==> src/rtl/boot_pkg.sv <==
// Shared types and defaults for the boot loader: FSM states and memory geometry.
package boot_pkg;
  typedef enum logic [2:0] {
    S_HDR, S_DATA, S_WRITE, S_CSUM, S_DONE, S_ERR
  } state_t;

  localparam int MEM_WORDS_DEF = 131072;
  localparam int ADDR_W_DEF    = 19;
endpackage

==> src/rtl/boot_word_assembler.sv <==
// Collects four little-endian bytes into a 32-bit word; word_valid fires with the 4th byte.
module boot_word_assembler (
  input  logic        clk,
  input  logic        rst_n,
  input  logic        clear,
  input  logic        byte_valid,
  input  logic [7:0]  byte_in,
  output logic [31:0] word,
  output logic        word_valid
);
  logic [1:0]  cnt;
  logic [31:0] shreg;

  // Bytes enter at the top and shift down, so the first byte ends up in [7:0].
  assign word       = {byte_in, shreg[31:8]};
  assign word_valid = byte_valid && (cnt == 2'd3);

  always_ff @(posedge clk or negedge rst_n) begin
    if (!rst_n) begin
      cnt   <= '0;
      shreg <= '0;
    end else if (clear) begin
      cnt   <= '0;
      shreg <= '0;
    end else if (byte_valid) begin
      cnt   <= cnt + 2'd1;
      shreg <= word;
    end
  end
endmodule

==> src/rtl/boot_loader.sv <==
// Streams a length-prefixed image into memory and releases the core once loaded.
// Define BOOT_LOADER_CHECKSUM_EN to require a trailing XOR checksum byte.
module boot_loader
  import boot_pkg::*;
#(
  parameter int MEM_WORDS = MEM_WORDS_DEF,
  parameter int ADDR_W    = ADDR_W_DEF
) (
  input  logic        clk,
  input  logic        rst_n,
  input  logic [7:0]  in_data,
  input  logic        in_valid,
  output logic        in_ready,
  input  logic        restart,
  output logic        store_flag,
  output logic        byte_flag,
  output logic [31:0] addr,
  output logic [31:0] data_store,
  output logic        cpu_rst_n,
  output logic        done,
  output logic        error
);
  localparam int WI_W = ADDR_W - 2;
  localparam int LW   = $clog2(MEM_WORDS + 1);

`ifdef BOOT_LOADER_CHECKSUM_EN
  localparam state_t TAIL = S_CSUM;
  logic [7:0] csum;
`else
  localparam state_t TAIL = S_DONE;
`endif

  state_t          state, state_nx;
  logic            accept, asm_valid, asm_clear, word_valid;
  logic [31:0]     word;
  logic [WI_W-1:0] word_idx;
  logic [LW-1:0]   words_left;
  logic [31:0]     data_q;

  assign in_ready  = (state == S_HDR) || (state == S_DATA) || (state == S_CSUM);
  assign accept    = in_valid && in_ready;
  assign asm_valid = accept && ((state == S_HDR) || (state == S_DATA));
  assign asm_clear = restart && ((state == S_DONE) || (state == S_ERR));

  boot_word_assembler u_asm (
    .clk        (clk),
    .rst_n      (rst_n),
    .clear      (asm_clear),
    .byte_valid (asm_valid),
    .byte_in    (in_data),
    .word       (word),
    .word_valid (word_valid)
  );

  always_ff @(posedge clk or negedge rst_n) begin
    if (!rst_n) state <= S_HDR;
    else        state <= state_nx;
  end

  always_comb begin
    state_nx = state;
    case (state)
      S_HDR: if (word_valid) begin
        if (word == 32'd0)                 state_nx = TAIL;
        else if (word > 32'(MEM_WORDS))    state_nx = S_ERR;
        else                               state_nx = S_DATA;
      end
      S_DATA:  if (word_valid) state_nx = S_WRITE;
      S_WRITE: state_nx = (words_left == LW'(1)) ? TAIL : S_DATA;
`ifdef BOOT_LOADER_CHECKSUM_EN
      S_CSUM:  if (accept) state_nx = (in_data == csum) ? S_DONE : S_ERR;
`endif
      S_DONE, S_ERR: if (restart) state_nx = S_HDR;
      default: state_nx = S_HDR;
    endcase
  end

  always_ff @(posedge clk or negedge rst_n) begin
    if (!rst_n) begin
      word_idx   <= '0;
      words_left <= '0;
      data_q     <= '0;
    end else begin
      if (asm_clear) word_idx <= '0;
      // Oversize headers load a truncated count but never reach WRITE.
      if (state == S_HDR && word_valid)  words_left <= word[LW-1:0];
      if (state == S_DATA && word_valid) data_q <= word;
      if (state == S_WRITE) begin
        word_idx   <= word_idx + WI_W'(1);
        words_left <= words_left - LW'(1);
      end
    end
  end

`ifdef BOOT_LOADER_CHECKSUM_EN
  always_ff @(posedge clk or negedge rst_n) begin
    if (!rst_n)                         csum <= '0;
    else if (asm_clear)                 csum <= '0;
    else if (state == S_DATA && accept) csum <= csum ^ in_data;
  end
`endif

  assign store_flag = (state == S_WRITE);
  assign byte_flag  = 1'b0;
  assign addr       = {{(32-ADDR_W){1'b0}}, word_idx, 2'b00};
  assign data_store = data_q;
  assign cpu_rst_n  = (state == S_DONE);
  assign done       = (state == S_DONE);
  assign error      = (state == S_ERR);
endmodule
==> config.mk <==
export PLATFORM = sky130hd
export DESIGN_NAME = boot_loader
export DESIGN_NICKNAME = d
export VERILOG_FILES = /design/src/rtl/boot_pkg.sv /design/src/rtl/boot_word_assembler.sv /design/src/rtl/boot_loader.sv
export SDC_FILE = /design/constraint.sdc
export NUM_CORES = 1
export LEC_CHECK = 0
export CORE_MARGIN = 2
export CORE_UTILIZATION = 57
export CTS_CLUSTER_DIAMETER = 120
export DETAILED_ROUTE_END_ITERATION = 7
export GPL_TIMING_DRIVEN = 0
export PLACE_DENSITY_LB_ADDON = 0.2
export SYNTH_ARGS = -nofsm -noshare
export SYNTH_HDL_FRONTEND = slang
export SYNTH_HIERARCHICAL = 1
export SYNTH_SLANG_ARGS = --single-unit
==> constraint.sdc <==
create_clock -name clk -period 3.8 [get_ports clk]
set_input_delay 0.76 -clock clk [delete_from_list [all_inputs] [get_ports clk]]
set_output_delay 0.76 -clock clk [all_outputs]
set_load 0.02 [all_outputs]
* Word level (Yosys, flattened, before mapping) *
Cells that the tools add are included.

storage, ports and cells
  input bits = 12
  register bits after elaboration = 104
  output and inout port bits = 70
  word-level logic and storage cells = 51

cells by class
  reduce and logical (&&, ||, !) cells = 16
  $lt $le $gt $ge = 1
  equal/unequal tests = 10
  add/subtract/negate cells = 3
  muxes and demuxes = 15

operators with widths
  cell                                                                    count
  32-bit two-way mux                                                      2
  18-bit two-way mux                                                      2
  17-bit two-way mux                                                      2
  32-bit by 18-bit > comparator with 1-bit output, second input constant  1
  32-bit logical NOT                                                      1
  18-bit by 1-bit == test with 1-bit output, second input constant        1
  3-bit two-way mux                                                       6
  18-bit by 1-bit subtractor with 18-bit output, second input constant    1
  17-bit by 1-bit adder with 17-bit output, second input constant         1
  3-bit one-hot mux with 4 select lines                                   1
  3-bit by 2-bit == test with 1-bit output, second input constant         2
  3-bit == test, second input constant                                    2
  1-bit logical AND                                                       6
  2-bit inequality test, second input constant                            3
  2-bit nonzero test                                                      3
  2-bit two-way mux                                                       2
  3-bit by 1-bit == test with 1-bit output, second input constant         1
  3-bit logical NOT                                                       1
  1-bit logical OR                                                        3
  3-bit AND reduction                                                     1
  2-bit by 1-bit adder with 2-bit output, second input constant           1
  2-bit == test, second input constant                                    1
  2-bit OR reduction                                                      1

* Logic depth before layout (Yosys ltp) *
Gate-level depths: netlist (run 1).

  depth after elaboration = 9
  gate-level depth with buffers = 10
  mapped depth without buffers = 7

* Hierarchy *
The synthesis (run 1) kept the hierarchy.

by module, submodules not included
  module               sequential area each (µm²)  instances  cells an instance  area an instance (µm²)
  boot_loader          1751.7                      1          328                3508.4
  boot_word_assembler  650.6                       1          94                 1154.9

* Worst setup path after synthesis (run 1) *
Ideal clock, no wire load.

  kind = input to register
  start = input port in_valid
  end = register data_q[0] (netlist: data_store[0])
  required time = 3.675 ns
  setup slack = 1.188 ns
  stages on the path = 7
  library setup time = 0.125 ns
  arrival = 2.487 ns
  buffers on the path = 3
  path through = nor3b_1 -> buf_6 -> buf_12 -> and2_1 -> nor4b_2 -> buf_2 -> mux2_2

on the way
  word-level cells in the longest chain between the ends = 4

ends and longest elaborated chain
  item                    RTL line                   text
  start: declaration      boot_loader.sv:12          input logic in_valid,
  1-bit logical AND       boot_loader.sv:41          assign accept = in_valid && in_ready;
  1-bit logical AND       boot_loader.sv:42          assign asm_valid = accept && ((state == S_HDR) || (state == S_DATA));
  1-bit logical AND       boot_word_assembler.sv:16  assign word_valid = byte_valid && (cnt == 2'd3);
  named net word_valid    boot_loader.sv:34          logic accept, asm_valid, asm_clear, word_valid;
  1-bit logical AND       boot_loader.sv:87          if (state == S_DATA && word_valid) data_q <= word;
  end signal: assignment  boot_loader.sv:87
  end: declaration        boot_loader.sv:38          logic [31:0] data_q;

The timed path passes the listed nets, and every way through them passes these cells.
A chain may end at the register's enable or synchronous reset.

* Worst setup path after layout (run 1) *
  start = register state[2]
  end = output port store_flag

on the way
  word-level cells in the longest chain between the ends = 1

ends and longest elaborated chain
  item                                      RTL line            text
  start: declaration                        boot_loader.sv:33   state_t state, state_nx;
  start signal: assignment                  boot_loader.sv:57   else state <= state_nx;
  3-bit by 2-bit == test with 1-bit output  boot_loader.sv:103  assign store_flag = (state == S_WRITE);
  end: declaration                          boot_loader.sv:15   output logic store_flag,

Every way passes these cells.

==> results of run 1 <==
[cells in the mapped netlist, types with 3 or more instances]
master    instances
o21ai_0          11
nand2_1          32
mux2i_1          33
xor2_1            3
a21oi_1          14
and3_1            5
buf_6             3
mux2_2           32
dfrtp_1          96
buf_2            11
nor4_1            8
o211ai_1          5
a31oi_1           3
inv_1             8
nand3_1          17
buf_4            26
a311oi_1          4
o22ai_1           5
nor2_1           46
a211oi_1          5
ha_1              4
nor3_1            7
[cell families (layout without fill, tap and decap cells)]
family | after synthesis | count (layout) | share of synthesized area
fa+ha+maj | 4 | 4 | 0.01073
mux | 65 | 65 | 0.1481
flops | 96 | 96 | 0.5152
simple gates | 141 | 141 | 0.1570
xor+xnor | 4 | 4 | 0.007514
compound gates | 58 | 58 | 0.08237
other cells | 1 | 16 | 0.0008042
buf+inv | 53 | 135 | 0.07835
[state kept, by name, summed over array words and instances (netlist names)]
register	flops
words_left	18
u_asm/shreg	24
word_idx	17
state	3
data_store	32
u_asm/cnt	2
[cell type report]
cell class / count / area (sq um)
Fill cell: 574 / 2101
Tap cell: 102 / 127.6
Clock inverter: 7 / 60.06
Clock buffer: 9 / 123.9
Timing Repair Buffer: 66 / 675.6
Sequential cell: 96 / 2402
Inverter: 9 / 33.78
Buffer: 44 / 331.6
Multi-Input combinational cell: 288 / 1952
[power breakdown]
| part | switching (uW) | total, uW | leakage, uW | internal [uW] |
|---|---|---|---|---|
| clock network | 391 | 643 | 0.0000969 | 252 |
| logic | 829 | 1670 | 0.00130 | 844 |
| registers | 473 | 1920 | 0.00122 | 1440 |
[routing by layer]
layer,track usage,part of all wire,vias up
met3,0.04310,0.067,18
li1,-,-,1647
met5,0,0,-
met1,0.3455,0.42,1765
met4,0.1196,0.020,0
met2,0.4155,0.49,156
[per-stage QoR]
| step | setup TNS (ns) | hold slack, ns | setup WS (ns) | cells |
|---|---|---|---|---|
| after global routing | 0 | 0.3203 | 0.4625 | 621 |
| after detailed placement | 0 | 0.4760 | 0.2542 | 605 |
| after floorplan | 0 | 0.4602 | 1.188 | 437 |
| final | 0 | 0.2903 | 0.5323 | 621 |
| after global placement | -147.37 | 0.4637 | -1.541 | 604 |
| after CTS | 0 | 0.2978 | 0.5276 | 621 |
[how the worst max path moves through the flow]
stage / start / to / slack, ns / depth (start not counted)
2_1_floorplan: in_valid / data_store[0] / 1.19 / 7
3_3_place_gp: rst_n / data_store[19] / -1.54 / 1
3_5_place_dp: in_valid / data_store[1] / 0.25 / 8
4_1_cts: state[2] / store_flag / 0.53 / 6
5_1_grt: state[2] / store_flag / 0.46 / 6
6_report: state[2] / store_flag / 0.53 / 6
==> flow_summary.toml, run 1 <==
[setup_path]
path_cells = "buf_4, or3b_1, buf_6, inv_2, buf_2, clkdlybuf4s50_1"
endpoint_kind = "output pin"
critPathSlowestCell = "clkdlybuf4s50_1"
rrSetupSlack_ns = 1.00
critPathTopFamily = "buffers and inverters"
critical_path_class = "reg -> out"
r2r_cells = 8
cp.arrival_ns = 2.51
rr_startpoint = "state[2]"
cpPeakStageDelay_ns = 0.65
cp_data_required_time_ns = 3.04
crit_path_start_kind = "register"
path_buf_inv = 5
regToRegEndpoint = "data_store[1]"
crit_path_max_fanout = 10

[drt]
vias_per_cell = 5.775
drc = 0
final_antenna_net_count = 0
drt_wl_total_microns = 10690
drtIter0Drc = 288
wl_per_cell_microns = 17.21
routed-via-count = 3586
first_pass_iters = 5

[logic_synthesis]
synth_edf_count = 0
async_flop_share = 1.000
synth_seq_cells = 96
synth.area.top_cells = "dfrtp_1, mux2_2, mux2i_1"
synth_top_area_frac = 0.5152
postSynthAreaPerCell_sq_um = 11.05
seq_area_frac_synth = 0.5152
yosys.area.top_type = "dfrtp_1"
synth_cell_types = 53
ys.flop_type = "dfrtp_1"
syn_inst = 422
syn_area_sq_um = 4663
yosysWarnings = 6

[pwr]
power_uw = 4232
powerDensity_nw_per_um2 = 741.7
leakagePower_uw = 0.002620
vdd.ir_drop.worst_mv = 0.4576

[final_layout]
post-route-util = 0.7309
diodes = 0
mostFrequentLayoutCell = "dfrtp_1"
final_cell_mix = "dfrtp_1, clkdlybuf4s50_1, nor2_1, mux2i_1"
drive_gt1_frac = 0.1965
fin_nets = 530
post-route-cell-area_sq_um = 5707
area_growth_pct = 22.38

[placement]
place_hpwl_microns = 7624
gp_congestion = 0.9124
placed_area_sq_um = 5523
numPortBuffers = 65

[global_route]
grt_use_total = 0.2584
antenna_found_initial = 0
grt_pass1_vias = 3568
gr-total-overflow = 0
grt_pass1_wl_microns = 17700
grt_max_degree = 71

[clock_tree]
clkLatencyLatePin_ns = 0.38
clk_pin_slew_worst_paths_ns = 0.10
cts_sinks = 96
clk_path_buf_depth = 2
cts_made_buffers = 9
cts_hold_buf = 0
cts-root-buf = "clkbuf_8"
cts_tree = "done"
cts_max_level = 3
postCtsSetupRepairBufs = 0
cts_resized = 0

[timing]
rsz0062_at_grt = "false"
fmax_mhz = 306.0
tightest_slew_ns = 0.6347
finalHoldViolations = 0
min_period_over_period = 0.8599
skew_ns = 0.01117
period_minus_slack_ns = 3.268
maxSlewHeadroom = 0.5757
drv_slew = 0
setup_viol = 0

[floorplan]
core_area_sq_um = 7807
die_area_sq_um = 8921
die_w_microns = 94.45
row_count = 32
die_h_microns = 94.45
initial_core_util = 0.5973
pin_count = 82

[outcome]
status = "completed"

[job]
maxCapViolations = 0

[worst_hold_path]
hp-class = "in -> async"
No activity file was read; power rests on OpenSTA's default activity.
==> inputs of run 2 (changes only) <==
--- a/config.mk
+++ b/config.mk
@@ -10,7 +10,8 @@
 export CTS_CLUSTER_DIAMETER = 120
 export DETAILED_ROUTE_END_ITERATION = 7
 export GPL_TIMING_DRIVEN = 0
-export PLACE_DENSITY_LB_ADDON = 0.2
+export PLACE_DENSITY = 0.9
+export SKIP_CTS_REPAIR_TIMING = 1
 export SYNTH_ARGS = -nofsm -noshare
 export SYNTH_HDL_FRONTEND = slang
 export SYNTH_HIERARCHICAL = 1
==> run 2 against run 1 <==
Against the previous run: maximum frequency rose by 0.38%; critical path type unchanged; critical endpoint unchanged; sequential power is essentially flat; first-iteration DRC count fell by 3.1%.
==> flow_summary.toml, run 2 (same netlist as run 1, synthesis figures left out) <==
[drt]
drtIter0Drc = 279
vias_per_cell = 5.725
final_antenna_net_count = 0
wl_per_cell_microns = 16.95
routed-via-count = 3555
drc = 0
drt_wl_total_microns = 10520
first_pass_iters = 6

[timing]
maxSlewHeadroom = 0.5647
period_minus_slack_ns = 3.255
fmax_mhz = 307.2
setup_viol = 0
skew_ns = 0.01225
min_period_over_period = 0.8567
rsz0062_at_grt = "false"
finalHoldViolations = 0
setup_tns_ns = 0
drv_slew = 0
tightest_slew_ns = 0.6512

[final_layout]
fin_nets = 530
post-route-util = 0.7311
seq_area_sq_um = 2402
fill_cells = 564
drive_gt1_frac = 0.1965
largest_register_ffs = 32
mostFrequentLayoutCell = "dfrtp_1"
diodes = 0
post-route-cell-area_sq_um = 5708
area_growth_pct = 22.40
final_cell_mix = "dfrtp_1, clkdlybuf4s50_1, nor2_1, mux2i_1"
multi_input_area_sq_um = 1952

[setup_path]
crit_path_max_fanout = 10
critPathSlowestCell = "clkdlybuf4s50_1"
path_cells = "buf_4, or3b_1, buf_6, inv_2, buf_2, clkdlybuf4s50_1"
r2r_cells = 8
regToRegEndpoint = "data_store[0]"
rrSetupSlack_ns = 0.92
rr_startpoint = "state[2]"
cp.arrival_ns = 2.50
crit_path_start_kind = "register"
critical_path_class = "reg -> out"
endpoint_kind = "output pin"
cpPeakStageDelay_ns = 0.65
cp_data_required_time_ns = 3.04

[global_route]
grt_pass1_vias = 3558
antenna_found_initial = 0
grt_pass1_wl_microns = 17650
grt_use_total = 0.2547
grt_max_degree = 63
gr-total-overflow = 0

[floorplan]
die_h_microns = 94.45
row_count = 32
die_area_sq_um = 8921
core_area_sq_um = 7807
initial_core_util = 0.5973
die_w_microns = 94.45
pin_count = 82

[worst_hold_path]
hp-class = "in -> async"

[placement]
gp_congestion = 0.8453
place_hpwl_microns = 7674
numPortBuffers = 65
placed_area_sq_um = 5523

[job]
maxCapViolations = 0

[clock_tree]
cts_max_level = 3
clk_pin_slew_worst_paths_ns = 0.10
clk_path_buf_depth = 2
cts_sinks = 96
clkLatencyLatePin_ns = 0.37
cts_tree = "done"
cts-root-buf = "clkbuf_8"
cts_made_buffers = 9

[pwr]
powerDensity_nw_per_um2 = 741.3
leakagePower_uw = 0.002618
vdd.ir_drop.worst_mv = 0.4946

[outcome]
status = "completed"
[run 2: report_power, final]
| part | internal (uW) | leakage, uW | switching, uW |
|---|---|---|---|
| Combinational | 844 | 0.00130 | 829 |
| Sequential | 1440 | 0.00122 | 482 |
| Clock | 251 | 0.0000952 | 382 |
| Total | 2540 | 0.00262 | 1690 |
[run 2: area by class of cell]
| type | instances | area share |
|---|---|---|
| tap | 102 | 0.02236 |
| sequential | 96 | 0.4209 |
| timing repair buffer | 66 | 0.1184 |
| clock buffer | 9 | 0.02170 |
| inverter | 9 | 0.005918 |
| buffer | 44 | 0.05809 |
| clock inverter | 7 | 0.01074 |
| multi-input combinational | 288 | 0.3420 |
[run 2: how the worst max path moves through the flow]
stage	startpoint	end	slack, ns	cells past startpoint
after floorplan	in_valid	data_store[0]	1.19	7
after global placement	rst_n	data_store[19]	-1.43	1
after detailed placement	in_valid	data_store[6]	0.23	8
after CTS	state[2]	store_flag	0.55	6
after global routing	state[2]	store_flag	0.41	6
final	state[2]	store_flag	0.54	6
[run 2: layer usage]
layer | track usage | up-vias | part of all wire
li1 | - | 1648 | -
met5 | 0 | - | 0
met4 | 0.08333 | 0 | 0.021
met3 | 0.05507 | 21 | 0.061
met1 | 0.3495 | 1736 | 0.43
met2 | 0.4077 | 150 | 0.48
[run 2: per-stage QoR]
step                power [uW]  setup slack [ns]  instances  hold WS [ns]
floorplan                 2848             1.188        437        0.4602
CTS                       4238            0.5468        621        0.3386
finish                    4231            0.5446        621        0.3345
global placement          3501            -1.433        604        0.4636
global route              4497            0.4107        621        0.3503
detailed placement        3600            0.2336        605        0.4729
[run 2: worst max-delay path: cells and delay by family, from the launching register on]
family	cells	cell delay, ns
AND/OR/NAND/NOR	1	0.36
flip-flops	1	0.37
buffers and inverters	5	1.39
